`src/rtl/apb_initiator.sv`:
```
// rtl/apb_initiator.sv - single-outstanding APB requester with PREADY wait timeout
module apb_initiator #(
  parameter int unsigned TIMEOUT = 256
) (
  input  logic        clock,
  input  logic        reset,
  input  logic        req_valid,
  output logic        req_ready,
  input  logic [31:0] req_addr,
  input  logic        req_write,
  input  logic [31:0] req_wdata,
  input  logic [3:0]  req_wstrb,
  input  logic [2:0]  req_prot,
  output logic        resp_valid,
  input  logic        resp_ready,
  output logic [31:0] resp_rdata,
  output logic        resp_err,
  output logic [31:0] out_paddr,
  output logic        out_psel,
  output logic        out_penable,
  output logic [2:0]  out_pprot,
  output logic        out_pwrite,
  output logic [31:0] out_pwdata,
  output logic [3:0]  out_pstrb,
  input  logic        out_pready,
  input  logic [31:0] out_prdata,
  input  logic        out_pslverr
);

  localparam int unsigned CW = $clog2(TIMEOUT + 1);

  typedef enum logic [1:0] {
    S_IDLE,
    S_SETUP,
    S_ACCESS,
    S_RESP
  } state_t;

  state_t        r_state;
  logic [CW-1:0] r_wait;
  logic          r_req_ready;
  logic          r_resp_valid;
  logic [31:0]   r_resp_rdata;
  logic          r_resp_err;
  logic          r_psel;
  logic          r_penable;
  logic [31:0]   r_paddr;
  logic [2:0]    r_pprot;
  logic          r_pwrite;
  logic [31:0]   r_pwdata;
  logic [3:0]    r_pstrb;
  logic [CW-1:0] w_wait_next;

  // Wait count after the current non-ready ACCESS cycle; reaching TIMEOUT aborts.
  assign w_wait_next = r_wait + 1'b1;

  // Transaction FSM; every output is a register updated alongside the state.
  always_ff @(posedge clock or posedge reset) begin
    if (reset) begin
      r_state      <= S_IDLE;
      r_wait       <= '0;
      r_req_ready  <= 1'b1;
      r_resp_valid <= 1'b0;
      r_resp_rdata <= '0;
      r_resp_err   <= 1'b0;
      r_psel       <= 1'b0;
      r_penable    <= 1'b0;
      r_paddr      <= '0;
      r_pprot      <= '0;
      r_pwrite     <= 1'b0;
      r_pwdata     <= '0;
      r_pstrb      <= '0;
    end else begin
      case (r_state)
        S_IDLE: begin
          if (req_valid) begin
            r_paddr     <= req_addr;
            r_pwrite    <= req_write;
            r_pwdata    <= req_wdata;
            r_pprot     <= req_prot;
            r_pstrb     <= req_write ? req_wstrb : 4'b0000;
            r_req_ready <= 1'b0;
            r_psel      <= 1'b1;
            r_state     <= S_SETUP;
          end
        end
        S_SETUP: begin
          r_wait    <= '0;
          r_penable <= 1'b1;
          r_state   <= S_ACCESS;
        end
        S_ACCESS: begin
          // A ready responder wins even on the last allowed cycle.
          if (out_pready) begin
            r_resp_rdata <= r_pwrite ? 32'h0 : out_prdata;
            r_resp_err   <= out_pslverr;
            r_resp_valid <= 1'b1;
            r_psel       <= 1'b0;
            r_penable    <= 1'b0;
            r_state      <= S_RESP;
          end else begin
            r_wait <= w_wait_next;
            if (w_wait_next == CW'(TIMEOUT)) begin
              r_resp_rdata <= 32'h0;
              r_resp_err   <= 1'b1;
              r_resp_valid <= 1'b1;
              r_psel       <= 1'b0;
              r_penable    <= 1'b0;
              r_state      <= S_RESP;
            end
          end
        end
        S_RESP: begin
          if (resp_ready) begin
            r_resp_valid <= 1'b0;
            r_req_ready  <= 1'b1;
            r_state      <= S_IDLE;
          end
        end
        default: begin
          r_state     <= S_IDLE;
          r_req_ready <= 1'b1;
          r_psel      <= 1'b0;
          r_penable   <= 1'b0;
        end
      endcase
    end
  end

  assign req_ready   = r_req_ready;
  assign resp_valid  = r_resp_valid;
  assign resp_rdata  = r_resp_rdata;
  assign resp_err    = r_resp_err;
  assign out_paddr   = r_paddr;
  assign out_psel    = r_psel;
  assign out_penable = r_penable;
  assign out_pprot   = r_pprot;
  assign out_pwrite  = r_pwrite;
  assign out_pwdata  = r_pwdata;
  assign out_pstrb   = r_pstrb;

endmodule

```
`config.mk`:
```
export PLATFORM = sky130hd
export DESIGN_NAME = apb_initiator
export DESIGN_NICKNAME = d
export VERILOG_FILES = /design/src/rtl/apb_initiator.sv
export SDC_FILE = /design/constraint.sdc
export NUM_CORES = 1
export LEC_CHECK = 0
export CAP_MARGIN = 20
export CORE_ASPECT_RATIO = 1.75
export CORE_MARGIN = 8
export CORE_UTILIZATION = 25
export DETAILED_ROUTE_END_ITERATION = 10
export GPL_ROUTABILITY_DRIVEN = 1
export PLACE_DENSITY = 0.53
export SETUP_SLACK_MARGIN = 0.3
export SKIP_CTS_REPAIR_TIMING = 1
export SYNTH_ARGS = -nofsm -noshare
export SYNTH_HDL_FRONTEND = slang
export SYNTH_SLANG_ARGS = --single-unit
```
`constraint.sdc`:
```
create_clock -name clock -period 5.65 [get_ports clock]
set_input_delay 1.13 -clock clock [delete_from_list [all_inputs] [get_ports clock]]
set_output_delay 1.13 -clock clock [all_outputs]
set_load 0.03 [all_outputs]
```
# Yosys cells after proc, flatten, opt, wreduce, memory -nomap -nowiden
# Cells that the tools add are included.
# word_totals
ff_bits	120
mem_bits_ro	0
output_inout_bits	109
word_cells	60
mem_bits_rw	0
mem_count	0
latch_bits	0
# op_classes
n_mul	0
div_mod_pow	0
eq_ne	8
n_reduce_logical	14
shifts	0
n_mux	24
magnitude_cmp	0
n_bitwise	0
add_sub_neg	1
# op_table
operator	count
32-bit two-way mux	3
9-bit case mux with 2 select lines	1
3-bit AND reduction	4
2-bit nonzero test	5
9-bit by 1-bit adder with 9-bit output, second input constant	1
9-bit equality test, second input constant	1
1-bit two-way mux	9
9-bit two-way mux	1
2-bit two-way mux	4
1-bit case mux with 2 select lines	4
2-bit case mux with 4 select lines	1
2-bit AND reduction	4
2-bit inequality test, second input constant	3
2-bit equality test, second input constant	2
4-bit two-way mux	1
3-bit inequality test, second input constant	1
2-bit by 1-bit equality test with 1-bit output, second input constant	1
2-bit zero test	1

# Logic depth before layout (Yosys ltp)
# Gate-level depths: netlist (run 1).
# depth
depth_word	5
mapped_depth	7
mapped_depth_nobuf	7

# Worst setup path before layout (run 1)
# OpenSTA, ideal clock, no wires.
# synth_timing
path_kind	in2reg
start	input out_pready
end	register r_resp_rdata[10], in the netlist resp_rdata[10]
t_arrival_ps	2293
setup_ps	121
setup_slack_ps	3236
cell_stages	6
path_cell_list	clkbuf_1 > inv_1 > o211ai_1 > nand3_4 > buf_6 > a22o_1
# synth_via
elab_chain_len	2
# synth_lines
element	line_no	source
start, declared	25	input logic out_pready,
2-bit nonzero test (no source line)	-	
2-bit AND reduction (no source line)	-	
end signal, assigned	95	r_resp_rdata <= r_pwrite ? 32'h0 : out_prdata;
end, declared	43	logic [31:0] r_resp_rdata;
# Parallel ways exist; a longest one is shown, timed or not.
# A chain may end at the register's enable or synchronous reset.

# Worst setup path after layout (run 1)
# layout_timing
start	register r_req_ready, in the netlist req_ready
end	output req_ready
# layout_lines
element	line_no	source
start, declared	41	logic r_req_ready;
start signal, assigned	62	r_req_ready <= 1'b1;
start signal, assigned	82	r_req_ready <= 1'b0;
start signal, assigned	116	r_req_ready <= 1'b1;
end, declared	8	output logic req_ready,
# No word-level cell between the ends.

==> reports/qor.yml, run 1 <==
grt:
  globalRouteOverflowTotal: 0
  grt_start_max_net_pins: 78
  grt_use_total: 0.129
  initial_antenna_violation_count: 1
  number_of_global_route_vias_before_repair: 4048
  grt_pass1_wl_um: 23700
timing:
  final_critical_path_required_period_ps: 2790
  timing.max_slew.rel_slack: 0.325
  timing_worst_slew_pin_value_ps: 1010
  setup_failing_eps_final: 0
  timing_hold_violations_final: 0
  setup-tns-final_ps: 0
  final.setup.worst_slack_ps: 2860
  fin_crit_sh: 0.494
  timing_max_transition_violations_final: 0
  fin_skew_ps: 6.87
  timing.fmax_mhz: 358
  unrepaired_setup_endpoints_after_global_routing: "no"
route:
  initialDrtViolationCount: 190
  detail_route.drc_violations: 0
  drt-wirelength-per-cell_um: 19.0
  num_vias: 3676
  drt_pre_antenna_iters: 4
  number_of_nets_with_antenna_violations_after_routing: 0
  avgViaCountPerCell: 4.45
  route.final.wire_length_um: 15700
logic_synthesis:
  sequential_element_share_of_the_synthesized_area: 0.618
  netlist_area_mm2: 0.00486
  synthMostInstantiatedCell: "sky130_fd_sc_hd__dfrtp_1"
  synth_largest_area_cell: "sky130_fd_sc_hd__dfrtp_1"
  net_count_synth: 469
  synth_top_area_frac: 0.613
  yosys.cell_types.count: 39
  synthesis.area_per_instance_um2: 13.8
  syn-instance-count: 353
  yosys_warnings: 0
  synth.top_cells.by_area: "sky130_fd_sc_hd__dfrtp_1 61%, sky130_fd_sc_hd__mux2_2 16%, sky130_fd_sc_hd__a22o_1 5.9%, sky130_fd_sc_hd__nand2_1 1.9%, sky130_fd_sc_hd__ha_1 1.5%"
  ys_ff_latch: 120
  synth-async-reset-ratio: 1.00
  synth_edf_count: 0
  postSynth.topFlopCell: "sky130_fd_sc_hd__dfrtp_1"
  commonest_cells_post_synth: "119 x sky130_fd_sc_hd__dfrtp_1, 69 x sky130_fd_sc_hd__mux2_2, 33 x sky130_fd_sc_hd__a22o_1, 24 x sky130_fd_sc_hd__nand2_1, 12 x sky130_fd_sc_hd__clkbuf_1"
place:
  portBuffers: 218
  dp_cells: 793
  place_area_mm2: 0.00727
  detailedPlace.worstSlack_ps: 2450
  dp.final_hpwl_um: 12000
  globalplace.congestion: 0.832
job:
  maxCapViolCount: 0
die:
  dieHeight_um: 200
  initial_utilization: 0.254
  dieWidth_um: 121
  num_rows: 67
  design.portCount: 219
  total_core_area_mm2: 0.0191
  design.die.area_mm2: 0.0243
clocking:
  numClockSinks: 120
  cts_inserted_buffers: 17
  cts-root-buf: "sky130_fd_sc_hd__clkbuf_16"
  tritoncts: "done"
  htree_num_levels: 4
  bufs_on_longest_clock_path: 2
  clock_pin_slew_worst_setup_and_hold_paths_ps: 50
  insertion_delay_ps: 410
power:
  leakagePower_uw: 0.00326
  power.ir.vdd_worst_uv: 223
  power_density_mw_per_mm2: 634
final_layout:
  area_growth_pct: 61.9
  final_cells: 826
  drive_gt1_frac: 0.183
  final_design_area_no_fill_mm2: 0.00787
  num-nets-final: 687
critical_path:
  timing.critical_path.to_type: "output port"
  slowest_stage: "sky130_fd_sc_hd__clkdlybuf4s50_1"
  critical-path-top-delay-family: "buffers and inverters"
  worstPathRequired_ps: 4520
  critical_path.max_stage_delay_ps: 710
  crit_path_start_kind: "flop"
  worst_path_max_fanout: 3
  crit_chain: "clkdlybuf4s50_1"
  cp.arrival_ps: 1660
  path_buf_inv: 1
  timing.setup.critical_path_class: "flop to output port"
worst_hold_path:
  min-delay-path-class: "flop to flop"
run_status:
  outcome: "completed"
## worst reg2reg max path, delay by kind of cell, from the launching register on
kind            cells  cell delay (ps)
flops               1              490
simple gates        3             1260
compound gates      2              700
## through the flow
stage / power [uW] / util / hold slack (ps)
4_1_cts: 5070 / 0.411 / 483
3_5_place_dp: 3950 / 0.380 / 471
3_3_place_gp: 3910 / 0.380 / 467
2_1_floorplan: 2850 / - / 533
6_report: 4980 / 0.411 / 480
5_1_grt: 5230 / 0.411 / 512
## cells in the final DEF (no fill, tap or decap), drive strengths merged, types with 2 or more instances in the layout
cell type,instances
clkdlybuf4s50,218
dfrtp,119
mux2,69
a22o,33
nand2,24
clkbuf,24
o21ai,9
a21oi,9
o22ai,7
nand3,7
ha,6
nor2,6
inv,6
xor2,5
clkinv,4
nand4,3
xnor2,3
nor3,3
bufinv,3
buf,3
a21boi,2
and2,2
nand2b,2
clkinvlp,2
a32oi,2
## sequential cells by signal (all words and copies together) (netlist names)
| register | flops |
|---|---|
| out_psel | 1 |
| out_pwdata | 32 |
| r_wait | 9 |
| resp_valid | 1 |
| out_pwrite | 1 |
| resp_rdata | 32 |
| out_pprot | 3 |
| out_paddr | 32 |
| req_ready | 1 |
| out_penable | 1 |
| resp_err | 1 |
| out_pstrb | 4 |
| r_state | 2 |
## cell type report
class | count | area [um^2]
Inverter | 7 | 28.8
Antenna cell | 1 | 2.50
Sequential cell | 120 | 3000
Multi-Input combinational cell | 204 | 1720
Clock inverter | 8 | 120
Timing Repair Buffer | 221 | 2210
Clock buffer | 24 | 472
Tap cell | 241 | 302
Fill cell | 1853 | 11200
## path summary, 6_finish.rpt
path,start,to,slack [ps],cells after the start
min in group asynchronous,reset,resp_rdata[21]$_DFFE_PP0P_,1280,2
max reg2reg,r_wait[3]$_DFFE_PP0P_,resp_rdata[26]$_DFFE_PP0P_,3100,5
max,req_ready$_DFFE_PP1P_,req_ready,2860,1
max in group asynchronous,reset,resp_rdata[2]$_DFFE_PP0P_,3440,3
min reg2reg,out_pstrb[2]$_DFFE_PP0P_,out_pstrb[2]$_DFFE_PP0P_,480,2
min,out_pstrb[2]$_DFFE_PP0P_,out_pstrb[2]$_DFFE_PP0P_,480,2
## kinds of logic after synthesis
logic type,after synthesis,synth area share
multiplexers,70,0.162
AND/OR/NAND/NOR,54,0.0561
XOR/XNOR,8,0.0144
buffers and inverters,29,0.0288
AO/OA/AOI/OAI,66,0.105
adder cells (fa/ha/maj),6,0.0155
flip-flops,120,0.618
## where the power goes
group / internal (uW) / total, uW / switching, uW
sequential: 1260 / 1490 / 222
clock: 715 / 1090 / 372
combinational: 1100 / 2410 / 1320
total: 3070 / 4980 / 1910
## metal layers
layer	wire [um]	GRT usage
met1	5300	0.113
met2	9070	0.249
met3	908	0.0414
met4	418	0.0651
met5	0	0
(Power assumes the default switching activity.)
==> run 2: changes to the inputs <==
==> constraint.sdc (replaced) <==
create_clock -name clock -period 2.9 [get_ports clock]
set_input_delay 0.58 -clock clock [delete_from_list [all_inputs] [get_ports clock]]
set_output_delay 0.58 -clock clock [all_outputs]
set_load 0.03 [all_outputs]
==> reports/qor.yml, run 2 (synthesis gave the netlist of run 1 again) <==
run_status:
  outcome: "completed"  # unchanged
grt:
  grt_start_max_net_pins: 78  # unchanged
  grt_pass1_wl_um: 24300  # was 23,700 um
  initial_antenna_violation_count: 1  # unchanged
  grt_use_total: 0.134  # was 0.129
  globalRouteOverflowTotal: 0  # unchanged
  number_of_global_route_vias_before_repair: 4049  # was 4,048
clocking:
  insertion_delay_ps: 420  # was 410 ps
  cts_inserted_buffers: 17  # unchanged
  clock_pin_slew_worst_setup_and_hold_paths_ps: 50  # about the same
  cts-root-buf: "sky130_fd_sc_hd__clkbuf_16"  # unchanged
  numClockSinks: 120  # unchanged
  bufs_on_longest_clock_path: 2  # unchanged
  tritoncts: "done"  # unchanged
  htree_num_levels: 4  # unchanged
final_layout:
  final_cell_mix: "218 x sky130_fd_sc_hd__clkdlybuf4s50_1, 119 x sky130_fd_sc_hd__dfrtp_1, 69 x sky130_fd_sc_hd__mux2_2"  # unchanged
  layout.cells.most_common: "sky130_fd_sc_hd__clkdlybuf4s50_1"  # unchanged
  area_growth_pct: 65.9  # was 61.9%
  fraction_of_the_core_area_covered_by_cells_at_the_end_of_the_flow: 0.422  # was 0.411
  num-nets-final: 696  # was 687
  drive_gt1_frac: 0.197  # was 0.183
  final_design_area_no_fill_mm2: 0.00806  # was 0.00787 mm^2
  final_cells: 835  # was 826
critical_path:
  r2r_slack_ps: 390  # was 3100 ps
  startpoint_of_the_lowest_slack_register_to_register_path: "r_wait[3]$_DFFE_PP0P_"  # unchanged
  cp.arrival_ps: 2810  # was 1660 ps
  worstPathRequired_ps: 3200  # was 4520 ps
  timing.setup.critical_path_class: "flop to flop"  # was flop to output port
  crit_path_start_kind: "flop"  # unchanged
  timing.rr.end: "resp_rdata[3]$_DFFE_PP0P_"  # was resp_rdata[26]$_DFFE_PP0P_
  worst_path_max_fanout: 17  # was 3
  worst_r2r_path_depth: 5  # unchanged
  timing.critical_path.to_type: "flop"  # was output port
power:
  leakagePower_uw: 0.00335  # was 0.00326 uW
  power_density_mw_per_mm2: 1240  # was 634 mW/mm^2
  power.ir.vdd_worst_uv: 641  # was 223 uV
timing:
  timing_max_transition_violations_final: 0  # unchanged
  timing.max_slew.rel_slack: 0.542  # was 0.325
  unrepaired_setup_endpoints_after_global_routing: "no"  # unchanged
  fin_crit_sh: 0.864
  final.setup.worst_slack_ps: 395  # was 2860 ps
  timing_hold_violations_final: 0  # unchanged
  timing_worst_slew_pin_value_ps: 685  # was 1010 ps
  setup-tns-final_ps: 0  # unchanged
  final_critical_path_required_period_ps: 2510
  timing.fmax_mhz: 399
  setup_failing_eps_final: 0  # unchanged
  fin_skew_ps: 8.57  # was 6.87 ps
worst_hold_path:
  min-delay-path-class: "flop to flop"  # unchanged
  holdPathStages: 2  # unchanged
  hold_end: "out_pstrb[2]$_DFFE_PP0P_"  # unchanged
  hold_start: "out_pstrb[2]$_DFFE_PP0P_"  # unchanged
route:
  num_vias: 3781  # was 3,676
  initialDrtViolationCount: 273  # was 190
  detail_route.drc_violations: 0  # unchanged
  drt-wirelength-per-cell_um: 19.3  # was 19.0 um
  number_of_nets_with_antenna_violations_after_routing: 0  # unchanged
  avgViaCountPerCell: 4.53  # was 4.45
  route.final.wire_length_um: 16200  # was 15,700 um
  drt_pre_antenna_iters: 4  # unchanged
die:
  dieWidth_um: 121  # unchanged
  dieHeight_um: 200  # unchanged
  design.die.area_mm2: 0.0243  # unchanged
  num_rows: 67  # unchanged
  design.portCount: 219  # unchanged
  initial_utilization: 0.254  # unchanged
  total_core_area_mm2: 0.0191  # unchanged
job:
  maxCapViolCount: 0  # unchanged
place:
  detailedPlace.worstSlack_ps: 392  # was 2450 ps
  dp.final_hpwl_um: 12200  # was 12,000 um
  dp_cells: 798  # was 793
  place_area_mm2: 0.00735  # was 0.00727 mm^2
  globalplace.congestion: 0.889  # was 0.832
  portBuffers: 218  # unchanged
run 2: cell type report:
cell class	instances	area (um^2)
tap	241	302
sequential	120	3000
antenna	1	2.50
multi-input combinational	205	1740
clock buffer	24	482
inverter	7	30.0
fill	1795	11100
clock inverter	8	190
timing repair buffer	229	2310
run 2: where the power goes:
group	total, uW	switching (uW)	internal (uW)
sequential	2880	415	2460
clock	2410	735	1680
combinational	4740	2590	2150
run 2: per-stage QoR:
| stage | hold slack (ps) | power [uW] |
|---|---|---|
| global route | 512 | 10500 |
| detailed placement | 479 | 7710 |
| global placement | 473 | 7640 |
| CTS | 491 | 10200 |
| finish | 485 | 10000 |
| floorplan | 533 | 5560 |
run 2: worst max path at each step:
stage          cells past startpoint             startpoint  slack (ps)                         end
3_3_place_gp                       5  r_wait[3]$_DFFE_PP0P_         430   resp_rdata[0]$_DFFE_PP0P_
6_report                           5  r_wait[3]$_DFFE_PP0P_         390   resp_rdata[3]$_DFFE_PP0P_
4_1_cts                            5  r_wait[3]$_DFFE_PP0P_         370   resp_rdata[3]$_DFFE_PP0P_
2_1_floorplan                      7  r_wait[3]$_DFFE_PP0P_         670  resp_rdata[10]$_DFFE_PP0P_
3_5_place_dp                       5  r_wait[3]$_DFFE_PP0P_         390  resp_rdata[19]$_DFFE_PP0P_
5_1_grt                            5  r_wait[3]$_DFFE_PP0P_         320  resp_rdata[30]$_DFFE_PP0P_
run 2: routing by layer:
metal | global-route usage | vias to the layer above | part of all wire
met3 | 0.0439 | 22 | 0.066
met2 | 0.253 | 111 | 0.58
met1 | 0.120 | 1921 | 0.32
met5 | 0 | - | 0
met4 | 0.0678 | 0 | 0.026
li1 | - | 1727 | -
run 2: worst max-delay path: stages (launching register included):
cell                      delay (ps)
sky130_fd_sc_hd__dfrtp_1         470
sky130_fd_sc_hd__or4_1           520
sky130_fd_sc_hd__or3_4           360
sky130_fd_sc_hd__a32oi_4         400
sky130_fd_sc_hd__nand3_4         290
sky130_fd_sc_hd__a22o_1          330
==> run 3: changes to the inputs <==
--- a/config.mk
+++ b/config.mk
@@ -7,7 +7,7 @@
 export LEC_CHECK = 0
 export CAP_MARGIN = 20
 export CORE_ASPECT_RATIO = 1.75
-export CORE_MARGIN = 8
+export CORE_MARGIN = 2
 export CORE_UTILIZATION = 25
 export DETAILED_ROUTE_END_ITERATION = 10
 export GPL_ROUTABILITY_DRIVEN = 1
==> reports/qor.yml, run 3 (synthesis gave the netlist of run 1 again) <==
timing:
  fin_skew_ps: 10.8  # was 8.57 ps
  timing.hold.ws_ps: 415  # was 485 ps
  setup_failing_eps_final: 0  # unchanged
  final.setup.worst_slack_ps: 444  # was 395 ps
  timing_max_transition_violations_final: 0  # unchanged
  timing.max_slew.rel_slack: 0.579  # was 0.542
  timing_hold_violations_final: 0  # unchanged
  setup-tns-final_ps: 0  # unchanged
  unrepaired_setup_endpoints_after_global_routing: "no"  # unchanged
  timing_worst_slew_pin_value_ps: 631  # was 685 ps
  final_critical_path_required_period_ps: 2460  # was 2510 ps
  fin_crit_sh: 0.847  # was 0.864
  timing.fmax_mhz: 407  # was 399 MHz
route:
  drt-wirelength-per-cell_um: 17.4  # was 19.3 um
  detail_route.drc_violations: 0  # unchanged
  avgViaCountPerCell: 4.56  # was 4.53
  drt_pre_antenna_iters: 4  # unchanged
  number_of_nets_with_antenna_violations_after_routing: 0  # unchanged
  initialDrtViolationCount: 105  # was 273
  route.final.wire_length_um: 14500  # was 16,200 um
  num_vias: 3798  # was 3,781
final_layout:
  final_cell_mix: "218 x sky130_fd_sc_hd__clkdlybuf4s50_1, 119 x sky130_fd_sc_hd__dfrtp_1, 69 x sky130_fd_sc_hd__mux2_2"  # unchanged
  drive_gt1_frac: 0.194  # was 0.197
  area_growth_pct: 64.7  # was 65.9%
  num-nets-final: 695  # was 696
  layout.cells.most_common: "sky130_fd_sc_hd__clkdlybuf4s50_1"  # unchanged
  layout.filler_cells: 1819  # was 1,795
  antennaDiodeCount: 0  # was 1
die:
  num_rows: 67  # unchanged
  dieHeight_um: 188  # was 200 um
  dieWidth_um: 109  # was 121 um
  initial_utilization: 0.254  # unchanged
  total_core_area_mm2: 0.0191  # unchanged
  design.portCount: 219  # unchanged
  design.die.area_mm2: 0.0206  # was 0.0243 mm^2
clocking:
  clock_pin_slew_worst_setup_and_hold_paths_ps: 60  # was 50 ps
  tritoncts: "done"  # unchanged
  insertion_delay_ps: 410  # was 420 ps
  cts_inserted_buffers: 17  # unchanged
  htree_num_levels: 4  # unchanged
  bufs_on_longest_clock_path: 2  # unchanged
  cts-root-buf: "sky130_fd_sc_hd__clkbuf_16"  # unchanged
  numClockSinks: 120  # unchanged
place:
  dp.final_hpwl_um: 10300  # was 12,200 um
  portBuffers: 218  # unchanged
  globalplace.congestion: 0.828  # was 0.889
  detailedPlace.worstSlack_ps: 201  # was 392 ps
worst_hold_path:
  min-delay-path-class: "input port to async pin"  # was flop to flop
run_status:
  outcome: "completed"  # unchanged
grt:
  globalRouteOverflowTotal: 0  # unchanged
  grt_pass1_wl_um: 21600  # was 24,300 um
  number_of_global_route_vias_before_repair: 4013  # was 4,049
  grt_start_max_net_pins: 88  # was 78
  initial_antenna_violation_count: 0  # was 1
  grt_use_total: 0.140  # was 0.134
critical_path:
  worstPathRequired_ps: 3190  # was 3200 ps
  startpoint_of_the_lowest_slack_register_to_register_path: "r_wait[3]$_DFFE_PP0P_"  # unchanged
  crit_path_start: "r_wait[3]$_DFFE_PP0P_"  # unchanged
  worst_path_max_fanout: 16  # was 17
  worst_r2r_path_depth: 5  # unchanged
  cp.arrival_ps: 2750  # was 2810 ps
  timing.critical_path.to_type: "flop"  # unchanged
  timing.setup.critical_path_class: "flop to flop"  # unchanged
  crit_path_start_kind: "flop"  # unchanged
power:
  leakagePower_uw: 0.00332  # was 0.00335 uW
  power.ir.vdd_worst_uv: 456  # was 641 uV
  power_density_mw_per_mm2: 1220  # was 1240 mW/mm^2
  fin_total_pwr_uw: 9740  # was 10,000 uW
job:
  maxCapViolCount: 0  # unchanged
run 3: cell count changes in the layout (fill, tap and decap cells not counted), moves of 2 or more:
cell | before | now
sky130_fd_sc_hd__buf_4 | 7 | 4
sky130_fd_sc_hd__buf_12 | 4 | 6
sky130_fd_sc_hd__clkinvlp_4 | 1 | 3
sky130_fd_sc_hd__bufinv_16 | 6 | 3
run 3: through the flow:
step / cells / util / cell area, um^2
final: 833 / 0.419 / 8000
after global routing: 833 / 0.419 / 8000
after CTS: 828 / 0.415 / 7930
after detailed placement: 796 / 0.384 / 7340
after global placement: 796 / 0.384 / 7340
after floorplan: 353 / - / 4860
run 3: area by class of cell:
class	count	area, um^2	area share
Inverter	7	30.0	0.00375
Timing Repair Buffer	228	2330	0.291
Clock inverter	8	120	0.0150
Tap cell	241	302	0.0377
Sequential cell	120	3000	0.375
Multi-Input combinational cell	205	1740	0.218
Clock buffer	24	472	0.0590
run 3: power breakdown:
group	switching, uW	internal, uW	leakage (uW)
Clock	745	1390	0.000284
Combinational	2550	2180	0.00158
Sequential	414	2460	0.00146
run 3: path summary, 6_finish.rpt:
check / to / slack (ps)
max: resp_rdata[27]$_DFFE_PP0P_ / 440
min: out_paddr[7]$_DFFE_PP0P_ / 410
max reg2reg: resp_rdata[27]$_DFFE_PP0P_ / 440
min reg2reg: out_pstrb[3]$_DFFE_PP0P_ / 480
max in group asynchronous: resp_rdata[16]$_DFFE_PP0P_ / 1790
min in group clock: out_pstrb[3]$_DFFE_PP0P_ / 480
run 3: critical path, cell delays in order, from the launching register on:
cell                      delay, ps
sky130_fd_sc_hd__dfrtp_1        480
sky130_fd_sc_hd__or4_1          550
sky130_fd_sc_hd__or3_4          350
sky130_fd_sc_hd__a32oi_4        360
sky130_fd_sc_hd__nand3_4        260
sky130_fd_sc_hd__a22o_1         330
run 3: metal layers:
metal  routed length [um]  global-route usage  vias to the layer above
met4                  529              0.0735                        0
met3                  752              0.0394                       31
met1                 5260               0.142                     1901
li1                     -                   -                     1730
met5                    0                   0                        -
met2                 7940               0.253                      136
